### config.mk
export PLATFORM = sky130hd
export DESIGN_NAME = guess_frame_logger
export DESIGN_NICKNAME = d
export VERILOG_FILES = /design/src/rtl/bc_pkg.sv /design/src/rtl/bc_history_ram.sv /design/src/rtl/guess_frame_logger.sv
export SDC_FILE = /design/constraint.sdc
export NUM_CORES = 1
export LEC_CHECK = 0
export BUFFER_PORTS_ARGS = -buffer_cell sky130_fd_sc_hd__buf_2
export CAP_MARGIN = 10
export CORE_ASPECT_RATIO = 0.7
export CORE_MARGIN = 1.5
export CORE_UTILIZATION = 55
export CTS_CLUSTER_DIAMETER = 200
export CTS_CLUSTER_SIZE = 16
export DETAILED_ROUTE_END_ITERATION = 6
export PLACE_DENSITY = 0.75
export SLEW_MARGIN = 20
export SYNTH_ARGS = -nofsm -noshare
export SYNTH_HDL_FRONTEND = slang
export SYNTH_HIERARCHICAL = 1
export SYNTH_SLANG_ARGS = --single-unit
### constraint.sdc
create_clock -name clk -period 3.7 [get_ports clk]
set_input_delay 0.925 -clock clk [delete_from_list [all_inputs] [get_ports clk]]
set_output_delay 0.925 -clock clk [all_outputs]
set_load 0.005 [all_outputs]
### src/rtl/bc_pkg.sv
// Shared types for the guess frame logger: the logged entry layout and FSM states.
package bc_pkg;

   // One history entry: four guess digits followed by the score.
   typedef struct packed {
      logic [3:0] d0;
      logic [3:0] d1;
      logic [3:0] d2;
      logic [3:0] d3;
      logic [2:0] bulls;
      logic [2:0] cows;
   } guess_entry_t;

   typedef enum logic [1:0] {
      IDLE  = 2'd0,
      WAIT  = 2'd1,
      ACK   = 2'd2,
      REARM = 2'd3
   } log_state_t;

   localparam int         ENTRY_W    = $bits(guess_entry_t);
   localparam logic [2:0] FULL_SCORE = 3'd4;

endpackage

### src/rtl/bc_history_ram.sv
// Circular history storage: one synchronous write port, one registered read port.
// A read of the slot being written in the same cycle returns the previous contents.
module bc_history_ram
   import bc_pkg::*;
#(
   parameter int DEPTH = 16,
   parameter int AW    = $clog2(DEPTH)
) (
   input  logic         clk,
   input  logic         rst,
   input  logic         wr_en,
   input  logic [AW-1:0] wr_addr,
   input  guess_entry_t wr_data,
   input  logic [AW-1:0] rd_addr,
   output guess_entry_t rd_data
);

   guess_entry_t mem [DEPTH];

   // Write port: contents are never cleared, validity is tracked by the owner.
   always_ff @(posedge clk) begin
      if (wr_en) begin
         mem[wr_addr] <= wr_data;
      end
   end

   // Read port: registered output, cleared only so the port reads zero after reset.
   always_ff @(posedge clk) begin
      if (rst) begin
         rd_data <= '0;
      end else begin
         rd_data <= mem[rd_addr];
      end
   end

endmodule

### src/rtl/guess_frame_logger.sv
// Responder side of the solver write_frame/frame_written handshake. Captures a guess
// and its score, waits for the panel to show complete new frames, logs the entry into
// a circular history and then acknowledges with a one-cycle pulse.
module guess_frame_logger
   import bc_pkg::*;
#(
   parameter int DEPTH            = 16,
   parameter int FRAMES_PER_GUESS = 1,
   parameter bit VSYNC_ACTIVE_LOW = 1'b1
) (
   input  logic                     clk,
   input  logic                     rst,
   input  logic                     write_frame,
   input  logic [3:0]               guessed_number_0,
   input  logic [3:0]               guessed_number_1,
   input  logic [3:0]               guessed_number_2,
   input  logic [3:0]               guessed_number_3,
   input  logic [2:0]               bulls,
   input  logic [2:0]               cows,
   input  logic                     vsync,
   output logic                     frame_written,
   input  logic [$clog2(DEPTH)-1:0] rd_addr,
   output logic [ENTRY_W-1:0]       rd_data,
   output logic [$clog2(DEPTH):0]   entry_count,
   output logic [7:0]               total_guesses,
   output logic                     overflow,
   output logic                     solved
);

   localparam int AW = $clog2(DEPTH);
   localparam int FW = $clog2(FRAMES_PER_GUESS + 1);
   localparam logic [FW-1:0] FRAMES_TARGET = FW'(FRAMES_PER_GUESS);
   localparam logic [AW:0]   DEPTH_COUNT   = (AW + 1)'(DEPTH);
   localparam logic [AW-1:0] LAST_SLOT     = AW'(DEPTH - 1);

   log_state_t   state;
   guess_entry_t capture;
   logic         vs_prev;
   logic         seen_start;
   logic [FW-1:0] fcnt;
   logic [AW-1:0] wr_ptr;
   logic         vs_act;
   logic         vs_start;
   logic         vs_end;
   logic         mem_we;
   guess_entry_t ram_rd;

   assign vs_act   = vsync ^ VSYNC_ACTIVE_LOW;
   assign vs_start = vs_act & ~vs_prev;
   assign vs_end   = ~vs_act & vs_prev;
   // The entry is committed in the last WAIT cycle; a reset in that cycle aborts it.
   assign mem_we   = ~rst && (state == WAIT) && (fcnt == FRAMES_TARGET);
   assign rd_data  = ram_rd;

   bc_history_ram #(
      .DEPTH (DEPTH),
      .AW    (AW)
   ) u_history (
      .clk     (clk),
      .rst     (rst),
      .wr_en   (mem_we),
      .wr_addr (wr_ptr),
      .wr_data (capture),
      .rd_addr (rd_addr),
      .rd_data (ram_rd)
   );

   // Remember the previous normalised vsync level for edge detection.
   always_ff @(posedge clk) begin
      if (rst) begin
         vs_prev <= 1'b0;
      end else begin
         vs_prev <= vs_act;
      end
   end

   // Handshake FSM with frame counting, history pointer, counters and sticky flags.
   always_ff @(posedge clk) begin
      if (rst) begin
         state         <= IDLE;
         capture       <= '0;
         seen_start    <= 1'b0;
         fcnt          <= '0;
         wr_ptr        <= '0;
         frame_written <= 1'b0;
         entry_count   <= '0;
         total_guesses <= '0;
         overflow      <= 1'b0;
         solved        <= 1'b0;
      end else begin
         frame_written <= 1'b0;
         case (state)
            IDLE: begin
               if (write_frame) begin
                  capture.d0    <= guessed_number_0;
                  capture.d1    <= guessed_number_1;
                  capture.d2    <= guessed_number_2;
                  capture.d3    <= guessed_number_3;
                  capture.bulls <= bulls;
                  capture.cows  <= cows;
                  // Edges seen in the capture cycle are deliberately dropped, so a pulse
                  // already in progress can never complete a frame.
                  seen_start    <= 1'b0;
                  fcnt          <= '0;
                  state         <= WAIT;
               end
            end
            WAIT: begin
               if (fcnt == FRAMES_TARGET) begin
                  frame_written <= 1'b1;
                  state         <= ACK;
               end else if (vs_end && seen_start) begin
                  fcnt       <= fcnt + 1'b1;
                  seen_start <= 1'b0;
               end else if (vs_start) begin
                  seen_start <= 1'b1;
               end
            end
            ACK: begin
               if (entry_count == DEPTH_COUNT) begin
                  overflow <= 1'b1;
               end else begin
                  entry_count <= entry_count + 1'b1;
               end
               if (total_guesses != 8'hFF) begin
                  total_guesses <= total_guesses + 1'b1;
               end
               if (capture.bulls == FULL_SCORE) begin
                  solved <= 1'b1;
               end
               wr_ptr <= (wr_ptr == LAST_SLOT) ? '0 : wr_ptr + 1'b1;
               state  <= REARM;
            end
            REARM: begin
               // Wait for the solver to drop its request so one request yields one ack.
               if (!write_frame) begin
                  state <= IDLE;
               end
            end
            default: state <= IDLE;
         endcase
      end
   end

endmodule

### Word level (Yosys, flattened, before mapping)

Memory sizes are Yosys's and may differ from the RTL's. A register that Yosys moved wholly into a read port is not among the register bits.
Index checks and enable logic that the tools add are counted.

| cells by class | value |
|---|---|
| add/sub/neg operators | 4 |
| eq/ne operators | 12 |
| muxes and demuxes | 16 |
| bitwise gates (word level) | 7 |
| reductions and logical operators | 14 |

Operators with widths:

| kind | number |
|---|---|
| $reduce_and 2->1 | 6 |
| $mux 1 | 9 |
| $add 8x1->8 const B | 1 |
| $ne 2x2->1 const B | 4 |
| $ne 8x8->1 const B | 1 |
| $pmux 2 s4 | 1 |
| $mux 2 | 3 |
| $add 5x1->5 const B | 1 |
| $eq 5x5->1 const B | 1 |
| $not 1->1 | 5 |
| $add 4x1->4 const B | 1 |
| $eq 2x2->1 const B | 2 |
| $eq 4x4->1 const B | 1 |
| $mux 4 | 1 |
| $pmux 1 s2 | 2 |
| $reduce_and 4->1 | 1 |
| $eq 3x3->1 const B | 1 |
| $logic_and 1x1->1 | 3 |
| $ne 3x2->1 const B | 1 |
| $reduce_and 3->1 | 1 |
| $and 1x1->1 | 2 |
| $eq 2x1->1 const B | 1 |
| $logic_not 2->1 | 1 |
| $reduce_bool 2->1 | 1 |
| other kinds (2) | 2 |

| storage, ports and cells | value |
|---|---|
| flip-flop bits (word level) | 47 |
| RAM bits | 352 |
| input bits | 30 |
| logic and storage cells | 70 |
| memories | 1 |

Memories:

| name | depth | bits a word | rd ports | clocked after memory_dff | wr ports | RTL line | RTL |
|---|---|---|---|---|---|---|---|
| u_history.mem | 16 | 22 | 1 | 1 | 1 | bc_history_ram.sv:18 | `guess_entry_t mem [DEPTH];` |

### Longest topological paths before layout

| logic depth | value |
|---|---|
| depth in word-level cells | 6 |
| depth in mapped cells | 7 |
| gate-level depth less buffers | 6 |

### Hierarchy

Netlist, hierarchy kept.

By module, submodules not included:

| module | instances | cells each | area each (sq um) | seq. area each (sq um) |
|---|---|---|---|---|
| bc_history_ram | 1 | 726 | 14186.1 | 11010.6 |
| guess_frame_logger | 1 | 236 | 2000.7 | 940.9 |

### Worst setup path before layout

No wires, ideal clock.

| timing path | value |
|---|---|
| kind | input-to-reg |
| start point | input rst |
| end point | memory u_history/mem[0][0] (netlist bit) (enable) |
| setup time | 0.429 ns |
| arrival | 3.548 ns |
| path slack | -0.277 ns |
| cell stages on the path | 5 |
| buffers on the path | 2 |
| path through | clkbuf_1 clkbuf_1 nor2_1 or3b_2 nor3_1 |

| on the way | value |
|---|---|
| longest elaborated chain between the ends | 5 |

RTL lines:

| element | RTL line | RTL |
|---|---|---|
| start, declared | guess_frame_logger.sv:12 | `input logic rst,` |
| $not 1->1 | guess_frame_logger.sv:52 | `assign mem_we = ~rst && (state == WAIT) && (fcnt == FRAMES_TARGET);` |
| $logic_and 1x1->1 (2 in series) | guess_frame_logger.sv:52 |  |
| via mem_we | guess_frame_logger.sv:45 | `logic mem_we;` |
| $mux 1 | bc_history_ram.sv:22 | `if (wr_en) begin` |
| $mux 1 (not written as such) | bc_history_ram.sv:23 | `mem[wr_addr] <= wr_data;` |
| end, declared | bc_history_ram.sv:18 |  |

The timed path passes the listed nets, and every way through them passes these cells.

### Worst setup path in the final report

| timing path | value |
|---|---|
| start point | register state[1] |
| end point | memory u_history/mem[2][16] (netlist bit) (enable) |

| on the way | value |
|---|---|
| longest elaborated chain between the ends | 5 |

RTL lines:

| element | RTL line | RTL |
|---|---|---|
| start, declared | guess_frame_logger.sv:36 | `log_state_t state;` |
| start signal, assigned | guess_frame_logger.sv:80 | `state <= IDLE;` |
| start signal, assigned | guess_frame_logger.sv:105 | `state <= WAIT;` |
| start signal, assigned | guess_frame_logger.sv:111 | `state <= ACK;` |
| $eq 2x1->1 | guess_frame_logger.sv:52 |  |
| $logic_and 1x1->1 (2 in series) | guess_frame_logger.sv:52 |  |
| via mem_we | guess_frame_logger.sv:45 |  |
| $mux 1 | bc_history_ram.sv:22 |  |
| $mux 1 (not written as such) | bc_history_ram.sv:23 |  |

The timed path passes the listed nets, and every way through them passes these cells.

==> reports/metrics.yaml <==
route:
  drc: 0
  routed_wl_mm: 34.46
  vias: 8727
  drtIter0Drc: 897
  routedWlPerCell_um: 23.78
  postRouteAntennaNets: 0
  dr.pass1.iters: 5
  routed_via_density: 6.023
timing:
  finalSetupViolCount: 0
  tightest_slew_ns: 0.7791
  setup_tns_ns: 0
  drv_slew: 0
  period_share: 0.6685
  finalWorstPathRequiredPeriod_ns: 2.473
  maxSlewHeadroom: 0.4806
  fin_skew_ns: 0.02085
  max_freq_mhz: 404.3
  hold_viol: 0
  rsz0062_at_grt: "false"
synthesis:
  synth_area_leader_cell: "edfxtp_1"
  synth.top_cell.area_share: 0.6530
  yosys_warnings: 6
  synth-edff-count: 352
  seq_area_frac_synth: 0.7383
  postSynthCellCount: 962
  synthTopCellsByArea: "edfxtp_1, mux2i_1, dfxtp_1"
  synth_ff_type: "edfxtp_1"
  synth_seq_cells: 421
  synth_cell_types: 56
  synth_area_um2: 16190
  ys_async_sr_fraction: 0
  post_synth.cell_area_avg_um2: 16.83
  synthesis.nets: 1001
layout:
  n_antenna_cell: 0
  fillers: 2030
  synthToLayoutAreaGrowth_pct: 10.41
  utilization: 0.6173
  multi_input_area_um2: 3861
  final_net_count: 1086
  seqCellArea_um2: 11950
  drive_above_1_share: 0.1746
critical_path:
  startpoint: "state[1]$_SDFFE_PP0P_"
  crit_path_top_delay_cell: "or3b_2"
  critical-path-max-stage-delay_ns: 0.57
  crit_path_start_kind: "flip-flop"
  path_delay_family: "simple AND/OR/NAND/NOR gates"
  crit_chain: "inv_1 -> ha_1 -> nand2_1 -> nor2_1 -> or3b_2 -> nor2_2 -> buf_4"
  worstPathMaxFanout: 22
  critPathKind: "reg -> reg"
  arrival_ns: 2.69
  path_buf_inv: 2
  worstPathRequired_ns: 3.92
  rr_startpoint: "state[1]$_SDFFE_PP0P_"
  cp-end-kind: "flip-flop"
pwr:
  power.leakage_nw: 6.379
  powerDensity_nw_per_um2: 528.6
  ir_drop_mv: 0.4017
grt:
  top_usage_layer: "met1"
  grtUsageMet2: 0.3498
  grt_overflow: 0
  track_usage: 0.2294
  antenna_found_initial: 0
  met3_usage: 0.03786
  grt_max_degree: 68
  met1_usage: 0.3531
  grt_pass1_wl_mm: 52.42
  grt_pass1_vias: 8533
flow_run:
  maxCapViolations: 0
clocking:
  cts-buffers-inserted: 30
  clock-sinks: 421
  clockRootBuffer: "clkbuf_16"
  postCtsResizedCells: 0
  cts_tree: "done"
  h-tree-depth: 1
  cts_setup_buffers: 0
  insertion_delay_ns: 0.56
  hold_buffers: 0
  clkTransAtPathRegs_ns: 0.07
  cts_max_path_buffers: 3
floorplan:
  fp-row-count: 52
  dieWidth_um: 208.0
  ioPinCount: 68
  dieHeight_um: 146.5
  die-area_um2: 30480
  core-area_um2: 28950
  start_util: 0.5591
worst_hold_path:
  min_from: "overflow$_SDFFE_PP0P_"
  min_path_type: "reg -> reg"
place:
  dp_hpwl_mm: 20.99
  gp_congestion: 0.7800
  port_buffers: 67
run_status:
  outcome: "finished clean"
## final timing paths
path                                    end  slack [ns]  depth (start not counted)
max reg2reg  u_history/mem[2][16]$_DFFE_PP_        1.23                          7
min reg2reg           overflow$_SDFFE_PP0P_        0.47                          2
min                   overflow$_SDFFE_PP0P_        0.47                          2
max          u_history/mem[2][16]$_DFFE_PP_        1.23                          7
## metal layers
metal / vias up / routed length, µm / share of wire
met5: - / 0 / 0
met4: 0 / 552 / 0.016
met3: 45 / 2753 / 0.080
met2: 373 / 15630 / 0.45
met1: 4403 / 15530 / 0.45
li1: 3906 / - / -
## flip-flops by register name, summed over array words and instances, names as in the netlist
| register | cells |
|---|---|
| u_history/mem | 352 |
| capture | 22 |
| u_history/rd_data | 22 |
| total_guesses | 8 |
| entry_count | 5 |
| wr_ptr | 4 |
| state | 2 |
| fcnt | 1 |
| frame_written | 1 |
| overflow | 1 |
| seen_start | 1 |
| solved | 1 |
| vs_prev | 1 |
## cells in the mapped netlist (10+ instances only)
cell      number
edfxtp_1     352
mux2i_1      144
nand2_1       78
dfxtp_1       69
a22oi_1       64
a21oi_1       34
nor2_1        29
mux4_2        24
buf_2         18
clkbuf_1      14
nand3_1       13
o22ai_1       12
inv_1         10
o21ai_1       10
## cell type report
type,instances,share of cell area
clock inverters,1,0.0009101
repair buffers,105,0.03731
well taps,378,0.02646
multi-input cells,479,0.2160
inverters,10,0.002100
clock buffers,55,0.04845
flip-flops and latches,421,0.6687
## kinds of logic (layout without fill, tap and decap cells)
kind of cell / count (synthesis) / count (layout) / share of synthesized area
flops: 421 / 421 / 0.7383
simple gates: 157 / 157 / 0.04437
buf+inv: 62 / 171 / 0.02705
fa+ha+maj: 9 / 9 / 0.006957
compound gates: 139 / 139 / 0.05689
xor+xnor: 3 / 3 / 0.001624
mux: 171 / 171 / 0.1248
## report_power, final
group	internal (mW)	switching (mW)	leakage, nW	total [mW]
Combinational	0.277	0.412	2.16	0.689
Clock	1.58	1.52	0.417	3.09
Sequential	5.39	0.280	3.80	5.67
## metrics by stage
step / hold WS (ns) / instances / cell area (µm²) / power [mW] / worst slack, ns
final: 0.4673 / 1449 / 17870 / 9.448 / 1.227
after global routing: 0.4940 / 1449 / 17870 / 9.754 / 1.098
after CTS: 0.4724 / 1449 / 17870 / 9.484 / 1.257
after detailed placement: 0.4536 / 1393 / 16990 / 6.462 / 0.9896
after global placement: 0.4508 / 1393 / 16990 / 6.428 / 0.9901
after floorplan: 0.4604 / 962 / 16190 / 6.164 / 0.06431
## placed cells by master (no fill, tap or decap), types with 12 or more instances in the layout
cell type,n
a21oi_1,34
a22oi_1,64
buf_2,66
buf_4,35
clkbuf_1,24
clkbuf_16,31
dfxtp_1,69
edfxtp_1,352
mux2i_1,144
mux4_2,24
nand2_1,78
nand3_1,13
nor2_1,16
nor2_2,13
o22ai_1,12
## worst min-delay path: stages (launching register included)
cell     delay, ns
dfxtp_1       0.32
a21oi_1       0.04
nor2_1        0.07
(Power assumes the default switching activity.)
